<file path="src/rtl/sumsqr_window_acc_pkg.sv">
// Shared definitions for the sum-of-squares datapath and its windowed accumulator.
package sumsqr_pkg;

    typedef enum logic [1:0] {
        IDLE  = 2'd0,
        ACCUM = 2'd1,
        HOLD  = 2'd2
    } state_t;

    localparam int DEF_DATA_W  = 32;
    localparam int DEF_WIN_LEN = 16;

    // Window sum cannot exceed WIN_LEN * (2^DATA_W - 1), so log2(WIN_LEN) extra bits suffice.
    function automatic int calc_acc_w(input int data_w, input int win_len);
        return data_w + $clog2(win_len);
    endfunction

    function automatic int calc_cnt_w(input int win_len);
        return $clog2(win_len) + 1;
    endfunction

endpackage

</file>
<file path="src/rtl/sumsqr_window_acc_if.sv">
// Sample-in / result-out handshake bundle of the windowed accumulator.
interface sumsqr_window_acc_if
    import sumsqr_pkg::*;
#(
    parameter int DATA_W = DEF_DATA_W,
    parameter int ACC_W  = calc_acc_w(DEF_DATA_W, DEF_WIN_LEN),
    parameter int CNT_W  = calc_cnt_w(DEF_WIN_LEN)
);
    logic [DATA_W-1:0] in_data;
    logic              in_valid;
    logic              in_ready;
    logic              flush;
    logic [ACC_W-1:0]  out_sum;
    logic [CNT_W-1:0]  out_count;
    logic              out_valid;
    logic              out_ready;

    modport master (
        output in_data, in_valid, flush, out_ready,
        input  in_ready, out_sum, out_count, out_valid
    );

    modport slave (
        input  in_data, in_valid, flush, out_ready,
        output in_ready, out_sum, out_count, out_valid
    );
endinterface

</file>
<file path="src/rtl/sumsqr_window_acc.sv">
// Sums the sum-of-squares result stream over fixed windows of WIN_LEN samples;
// a flush closes a non-empty window early. Results are held until taken.
module sumsqr_window_acc
    import sumsqr_pkg::*;
#(
    parameter int DATA_W  = DEF_DATA_W,
    parameter int WIN_LEN = DEF_WIN_LEN,
    parameter int ACC_W   = calc_acc_w(DATA_W, WIN_LEN),
    parameter int CNT_W   = calc_cnt_w(WIN_LEN)
) (
    input logic                clock,
    input logic                reset,
    sumsqr_window_acc_if.slave bus
);

    state_t             r_state;
    logic [ACC_W-1:0]   r_acc;
    logic [CNT_W-1:0]   r_cnt;
    logic [ACC_W-1:0]   r_out_sum;
    logic [CNT_W-1:0]   r_out_count;
    logic               r_out_valid;

    logic               w_in_ready;
    logic               w_accept;
    logic               w_transfer;
    logic [ACC_W-1:0]   w_new_acc;
    logic [CNT_W-1:0]   w_new_cnt;
    logic               w_close;

    // Held low while reset is asserted so no sample is taken during reset.
    assign w_in_ready = reset && (r_state != HOLD);
    assign w_accept   = bus.in_valid && w_in_ready;
    assign w_transfer = r_out_valid && bus.out_ready;

    always_comb begin
        w_new_acc = r_acc;
        w_new_cnt = r_cnt;
        if (w_accept) begin
            w_new_acc = r_acc + ACC_W'(bus.in_data);
            w_new_cnt = r_cnt + CNT_W'(1);
        end
    end

    // An empty window (IDLE flush without a sample) never closes.
    always_comb begin
        w_close = 1'b0;
        if (r_state != HOLD) begin
            w_close = (w_accept && (w_new_cnt == CNT_W'(WIN_LEN)))
                   || (bus.flush && (w_new_cnt != '0));
        end
    end

    always_ff @(posedge clock) begin
        if (!reset) begin
            r_state     <= IDLE;
            r_acc       <= '0;
            r_cnt       <= '0;
            r_out_sum   <= '0;
            r_out_count <= '0;
            r_out_valid <= 1'b0;
        end else begin
            case (r_state)
                IDLE, ACCUM: begin
                    r_acc <= w_new_acc;
                    r_cnt <= w_new_cnt;
                    if (w_close) begin
                        r_out_sum   <= w_new_acc;
                        r_out_count <= w_new_cnt;
                        r_out_valid <= 1'b1;
                        r_state     <= HOLD;
                    end else if (w_new_cnt != '0) begin
                        r_state <= ACCUM;
                    end else begin
                        r_state <= IDLE;
                    end
                end
                HOLD: begin
                    if (w_transfer) begin
                        r_out_valid <= 1'b0;
                        r_acc       <= '0;
                        r_cnt       <= '0;
                        r_state     <= IDLE;
                    end
                end
                default: begin
                    r_state <= IDLE;
                end
            endcase
        end
    end

    assign bus.in_ready  = w_in_ready;
    assign bus.out_sum   = r_out_sum;
    assign bus.out_count = r_out_count;
    assign bus.out_valid = r_out_valid;

endmodule

</file>
<file path="src/flat_wrapper.sv">
// flat-port wrapper written by rule: the top's interface ports become plain ports
module sumsqr_window_acc_flat import sumsqr_pkg::*;
#(
    parameter int DATA_W  = DEF_DATA_W,
    parameter int WIN_LEN = DEF_WIN_LEN,
    parameter int ACC_W   = calc_acc_w(DATA_W, WIN_LEN),
    parameter int CNT_W   = calc_cnt_w(WIN_LEN)
)
  (clock, reset, bus_in_data, bus_in_valid, bus_flush, bus_out_ready, bus_in_ready, bus_out_sum, bus_out_count, bus_out_valid);
  sumsqr_window_acc_if #(.DATA_W(DATA_W), .ACC_W(ACC_W), .CNT_W(CNT_W)) bus_i ();
  input logic clock;
  input logic reset;
  input wire logic [$bits(bus_i.in_data)-1:0] bus_in_data;
  input wire logic [$bits(bus_i.in_valid)-1:0] bus_in_valid;
  input wire logic [$bits(bus_i.flush)-1:0] bus_flush;
  input wire logic [$bits(bus_i.out_ready)-1:0] bus_out_ready;
  output wire logic [$bits(bus_i.in_ready)-1:0] bus_in_ready;
  output wire logic [$bits(bus_i.out_sum)-1:0] bus_out_sum;
  output wire logic [$bits(bus_i.out_count)-1:0] bus_out_count;
  output wire logic [$bits(bus_i.out_valid)-1:0] bus_out_valid;
  assign bus_i.in_data = bus_in_data;
  assign bus_i.in_valid = bus_in_valid;
  assign bus_i.flush = bus_flush;
  assign bus_i.out_ready = bus_out_ready;
  assign bus_in_ready = bus_i.in_ready;
  assign bus_out_sum = bus_i.out_sum;
  assign bus_out_count = bus_i.out_count;
  assign bus_out_valid = bus_i.out_valid;
  sumsqr_window_acc #(.DATA_W(DATA_W), .WIN_LEN(WIN_LEN), .ACC_W(ACC_W), .CNT_W(CNT_W)) u_core (.clock(clock), .reset(reset), .bus(bus_i));
endmodule
</file>
<file path="config.mk">
export PLATFORM = sky130hd
export DESIGN_NAME = sumsqr_window_acc_flat
export DESIGN_NICKNAME = d
export VERILOG_FILES = /design/src/rtl/sumsqr_window_acc_pkg.sv /design/src/rtl/sumsqr_window_acc_if.sv /design/src/rtl/sumsqr_window_acc.sv /design/src/flat_wrapper.sv
export SDC_FILE = /design/constraint.sdc
export NUM_CORES = 1
export LEC_CHECK = 0
export ABC_AREA = 1
export CORE_MARGIN = 3
export CORE_UTILIZATION = 56
export CTS_CLUSTER_SIZE = 25
export DETAILED_ROUTE_END_ITERATION = 10
export PLACE_DENSITY = 0.78
export SYNTH_ARGS = -nofsm -noshare
export SYNTH_HDL_FRONTEND = slang
export SYNTH_SLANG_ARGS = --single-unit
</file>
<file path="constraint.sdc">
create_clock -name clock -period 2.48 [get_ports clock]
set_input_delay 0.496 -clock clock [delete_from_list [all_inputs] [get_ports clock]]
set_output_delay 0.496 -clock clock [all_outputs]
set_load 0.1 [all_outputs]
</file>
==> metrics.txt, run 1 <==
status finished clean; drt wl/cell 15.2 um; Mapped Cells 971; initial antenna violation count 0; io pins 80; number of I/O port buffers 79; multi-input combinational cell area 3730 um2; endpoint class of the critical path output port; Clock transition at path regs 0.09 ns; Global Route Usage Sum 0.327; clock group share of total power 0.150; CTS H-tree depth 3; commonest cells in the netlist nand2_1 (308), nor2_1 (134), inv_1 (102); Seq pwr share 0.269; post-layout instance area 7610 um2; die height 108 um; Hold Path Class flip-flop to flip-flop; dpl cells 1,239; top cell type's share of synthesized area 0.289; Least-Margin Pin Slew 0.572 ns; fillers 884; Die X 108 um; relative slew slack 0.615; VDD IR-drop max 0.965 mV; Starting DRT DRC Count 661; crit path DAT 1.92 ns; Tot Pwr 6.89 mW; CP max FO 36; most frequent cell after synthesis nand2_1; Synth area leader dfxtp_1; ANT nets after route 0; first drt pass iteration count 6; Primary FF master, synth dfxtp_1; # diodes 0; flop and latch count out of synthesis 85; worst r2r src u_core.r_acc[18]; CTS sink cnt 85; Post-synth ARST share 0; syn_area_per_cell 6.05 um2; Synth cell types 34; Clock Skew 0.0158 ns; FP Rows 36; Logic pwr share 0.582; switching pwr 3.57 mW; Layout Cells excl Fill 1,255; clock latency on the worst-skew pair 0.37 ns; Area Growth Syn to Fin 29.5%; Hold EP u_core.bus.out_count[4]; Max Slew Vio Count 0; placed cell area 7280 um2; Final Cycle Share 0.974; worst reg-to-reg setup slack 0.31 ns; synthesized area 5880 um2; die area 11,800 um2; sequential fraction of the synthesis area 0.289; Post-synth EDFFs 0; core area 10000 um2; clk root buf clkbuf_8; Critical Path Start Type input pin; hold_sp u_core.bus.out_count[4]; Pwr Density 905 nW/um2; largest net degree at the start of global routing 45; internal power 3.32 mW; final worst path period need 2.42 ns; CTS tree built; DPL Wire Length 14,500 um; Sw Ratio 0.518; YS warnings 0; RSZ-0062 raised after global routing yes; routability-driven placement congestion ratio 1.01; mean number of vias per cell 5.38; Setup Fix Bufs, Post-CTS 0; Vias 6,757; CTS Buf Count 9; dominant cells by area after synthesis dfxtp_1 (29%), nand2_1 (20%), nor2_1 (8.6%), o21ai_0 (7.1%), ha_1 (7.0%); GRT Residual Overflow 0; Pleak 3.83 nW; Highest Clock Rate 0.414 GHz; layout cell share with drive strength beyond 1 0.168; final setup fails 0; CTS max path bufs 2; Nets 1,189; global-route wire length before repair 30,200 um; Initial Util 0.588; vias in the first global route 6,161; syn_nets 1,042; worst hold stages 2; final wirelength 19,000 um; Final Hold Vio Count 0; Reg area 1700 um2; Critical Path RT 1.98 ns; number of max-cap violations 0; Worst Reg-to-Reg Cells 11; DRC 0; WS Path Type input pin to output port; Reg2Reg Capture Point u_core.bus.out_sum[31]
critical path: stages:
cell	delay [ns]
clkdlybuf4s50_1	0.56
buf_8	0.27
clkinvlp_4	0.20
nor2_2	0.20
buf_12	0.19
power groups by stage:
stage	clock (mW)	sequential, mW	combinational (mW)
5_1_grt	1.09	1.88	4.30
3_5_place_dp	0	1.87	3.88
4_1_cts	1.04	1.84	3.90
6_report	1.03	1.85	4.01
2_1_floorplan	0	3.09	1.48
3_3_place_gp	0	1.87	3.85
per-stage QoR:
stage / utilization / setup TNS [ns] / worst slack (ns) / hold WS [ns]
floorplan: - / 0 / 0.0710 / 0.448
global placement: 0.728 / -9.36 / -0.242 / 0.458
detailed placement: 0.728 / -12.23 / -0.278 / 0.466
CTS: 0.748 / 0 / 0.0237 / 0.480
global route: 0.761 / -0.236 / -0.151 / 0.504
finish: 0.761 / 0 / 0.0637 / 0.479
cell families after synthesis:
kind of cell,Yosys count,share of synthesized area
simple gates,558,0.401
compound gates,154,0.138
buf+inv,136,0.0928
flops,85,0.289
fa+ha+maj,34,0.0736
xor+xnor,4,0.00596
area by class of cell:
cell class | instances | share of cell area
Tap cell | 133 | 0.0219
Timing Repair Buffer | 167 | 0.186
Clock inverter | 6 | 0.00937
Inverter | 105 | 0.0526
Clock buffer | 9 | 0.0163
Sequential cell | 85 | 0.224
Multi-Input combinational cell | 750 | 0.490
cell usage in the layout (no fill, tap or decap), types with 2 or more instances in the layout:
cell type        synthesis  routed
a21oi_1                 57      53
o21ai_1                  4       8
inv_6                    0       2
dfxtp_1                 85      85
inv_1                  102     102
xnor2_1                  3       3
ha_4                     0       3
o21ai_0                 83      78
nand4_1                  3       3
clkinvlp_4               0       3
o31ai_1                  2       2
nand2_2                  0       5
nor3_1                   7       6
nor3b_2                 10      10
or2_2                    5       5
a21oi_2                  0       4
nand3b_1                 6       6
nand3_2                  0       3
nand2_1                308     303
o21bai_1                 3       3
clkbuf_8                 0       9
ha_1                    33      30
clkdlybuf4s50_1          0      36
nor2_2                   1       4
nand3_1                 82      79
buf_4                    6     125
nor2_1                 134     131
buf_12                   0       4
worst max path at each step:
| stage | start | end | slack (ns) |
|---|---|---|---|
| 3_5_place_dp | bus_in_data[10] | u_core.bus.out_sum[21] | -0.28 |
| 4_1_cts | reset | bus_in_ready | 0.02 |
| 5_1_grt | bus_in_data[14] | u_core.bus.out_sum[30] | -0.15 |
| 3_3_place_gp | bus_in_data[10] | u_core.bus.out_sum[21] | -0.24 |
| 2_1_floorplan | reset | bus_in_ready | 0.07 |
| 6_report | reset | bus_in_ready | 0.06 |
routing by layer:
| layer | vias to the layer above | GRT usage | share of wire |
|---|---|---|---|
| met5 | - | 0 | 0 |
| met4 | 0 | 0.0784 | 0.014 |
| met3 | 24 | 0.0669 | 0.092 |
| met2 | 275 | 0.490 | 0.42 |
| met1 | 3036 | 0.481 | 0.47 |
| li1 | 3422 | - | - |
flip-flops by register name (all words and copies together) (netlist names):
register and cells:
u_core.bus.out_sum 36, u_core.r_acc 36, u_core.bus.out_count 5, u_core.r_cnt 5, u_core.r_state 2, u_core.bus.out_valid 1
repair_timing:
action                     4_1_cts  5_1_grt
gates resized for setup          2       27
cloned                           0        1
pin swaps                        0        2
hold buffers                     0        0
setup endpoints to repair        1       32
(Power assumes the default switching activity.)
==> run 2: changes to the inputs <==
--- a/config.mk
+++ b/config.mk
@@ -5,12 +5,11 @@
 export SDC_FILE = /design/constraint.sdc
 export NUM_CORES = 1
 export LEC_CHECK = 0
-export ABC_AREA = 1
 export CORE_MARGIN = 3
-export CORE_UTILIZATION = 56
-export CTS_CLUSTER_SIZE = 25
+export CORE_UTILIZATION = 51
+export CTS_CLUSTER_SIZE = 16
 export DETAILED_ROUTE_END_ITERATION = 10
-export PLACE_DENSITY = 0.78
+export PLACE_DENSITY = 0.73
 export SYNTH_ARGS = -nofsm -noshare
 export SYNTH_HDL_FRONTEND = slang
 export SYNTH_SLANG_ARGS = --single-unit
==> metrics.txt, run 2 <==
initial antenna violation count 0; clk root buf clkbuf_8; relative slew slack 0.691; routed wl met2 9320 um; Critical Path Start Type input pin; Layout Cells excl Fill 1,008; FP Rows 36; YS warnings 0; DRC 0; commonest cells in the netlist nand2_1 (91), dfxtp_1 (85), nor2_1 (52); fillers 616; RSZ-0062 raised after global routing yes; # diodes 0; GRT Residual Overflow 0; setup ws final -0.151 ns; placed cell area 7130 um2; Post-synth ARST share 0; number of max-cap violations 0; final setup fails 11; Post-synth EDFFs 0; global-route wire length before repair 29,300 um; CTS sink cnt 85; CTS max path bufs 2; Tot Pwr 5.79 mW; flop and latch count out of synthesis 85; Vias 6,123; Final Util 0.829; Nets 941; CTS H-tree depth 3; endpoint class of the critical path flip-flop; Least-Margin Pin Slew 0.463 ns; Reg area 1730 um2; Final Cycle Share 1.06; hold_sp u_core.bus.out_sum[4]; most frequent cell after synthesis nand2_1; status finished with violations; Mapped Cells 637; final worst path period need 2.63 ns; Starting DRT DRC Count 401; vias in the first global route 5,941; dpl cells 966; largest net degree at the start of global routing 36; die area 11,300 um2; crit path DAT 2.93 ns; wire length on met1 7500 um; Highest Clock Rate 0.380 GHz; hold_ws 0.500 ns; CTS Buf Count 9; Clock Skew 0.0175 ns; Global Route Usage Sum 0.326; syn_nets 708; sequential fraction of the synthesis area 0.330; Final Hold Vio Count 0; core area 9820 um2; number of I/O port buffers 79; Synth area leader dfxtp_1; most common cell after layout, fill and taps aside buf_4; CTS tree built; layout cell share with drive strength beyond 1 0.405; DPL Wire Length 12,600 um; Critical Path RT 2.78 ns; violations in the final reports setup timing; syn_area_per_cell 8.09 um2; VDD IR-drop max 0.629 mV; routability-driven placement congestion ratio 0.929; mean number of vias per cell 6.07; multi-input combinational cell area 3900 um2; Clock transition at path regs 0.09 ns; Primary FF master, synth dfxtp_1; Pleak 3.50 nW; met3 wire length 1300 um; worst r2r src u_core.r_acc[15]; die height 107 um; Hold Path Class flip-flop to flip-flop; dominant cells by area after synthesis dfxtp_1 (33%), ha_1 (8.0%), nand2_1 (6.6%), a21oi_1 (4.9%), o21ai_0 (4.4%); most frequent cells in the layout buf_4 (212), nand2_1 (88), dfxtp_1 (72); highest metal used met4; io pins 80; Die X 107 um; DP Worst Slack -0.821 ns; clock latency on the worst-skew pair 0.40 ns; Crit. Startpoint bus_in_data[14]; WS Path Type input pin to flip-flop; setup TNS -0.944 ns; drt wl/cell 18.8 um; first drt pass iteration count 6; post-layout instance area 8140 um2; CP max FO 6; Max Slew Vio Count 0; Synth cell types 68; ANT nets after route 0; Pwr Density 711 nW/um2; Area Growth Syn to Fin 58.1%; top cell type's share of synthesized area 0.330; Initial Util 0.525; final wirelength 19,000 um; synthesized area 5150 um2
[run 2: cell types whose count changed in the layout (fill, tap and decap cells not counted), moves of 21 or more]
cell             change
nand3_1             -68
o21ai_0             -42
inv_1               -96
ha_4                +21
ha_1                -22
clkdlybuf4s50_1     -27
nor2_1              -84
nand2_1            -215
buf_4               +87
[run 2: layout make-up]
| cell class | instances | area share |
|---|---|---|
| Sequential cell | 85 | 0.212 |
| Multi-Input combinational cell | 505 | 0.479 |
| Clock inverter | 7 | 0.00907 |
| Clock buffer | 9 | 0.0152 |
| Tap cell | 133 | 0.0204 |
| Timing Repair Buffer | 260 | 0.259 |
| Inverter | 9 | 0.00476 |
[run 2: power breakdown]
part	leakage [nW]	switching, mW	total [mW]	internal (mW)
Combinational	2.69	1.89	3.08	1.18
Sequential	0.701	0.138	1.68	1.54
Clock	0.0996	0.563	1.03	0.468
[run 2: final timing paths]
kind,end,slack (ns),depth (start not counted)
setup reg to reg,u_core.bus.out_sum[34],-0.14,10
hold / removal,u_core.bus.out_sum[4],0.50,2
hold reg to reg,u_core.bus.out_sum[4],0.50,2
setup / recovery,u_core.bus.out_sum[34],-0.15,11
[run 2: logic make-up (layout without fill, tap and decap cells)]
kind of cell,after synthesis,after routing,share of synthesized area
AO/OA/AOI/OAI,226,226,0.294
adder cells (fa/ha/maj),34,34,0.0840
buffers and inverters,47,285,0.0432
AND/OR/NAND/NOR,211,211,0.189
XOR/XNOR,29,29,0.0493
flip-flops,85,85,0.330
multiplexers,5,5,0.00972
[run 2: repair_timing]
action | 4_1_cts | 5_1_grt
setup endpoints to repair | 53 | 54
gates resized for setup | 96 | 58
pin swaps | 46 | 51
endpoints found under the hold margin | 0 | 0
hold buffers | 0 | 0
buffers inserted | 14 | 17
[run 2: metal layers]
metal  GRT usage  vias to the layer above
li1            -                     2805
met1       0.389                     2962
met2       0.562                      268
met3      0.0644                       88
met4       0.153                        0
met5           0                        -
[run 2: worst max-delay path, stage by stage]
cell and delay, ns:
dlygate4sd2_1 0.26, ha_4 0.31, nand4_4 0.12, a21oi_4 0.15, nor2_2 0.07, or4_4 0.44
o21ai_4 0.21, a311oi_4 0.15, buf_4 0.16, or3_1 0.31, a311oi_2 0.24
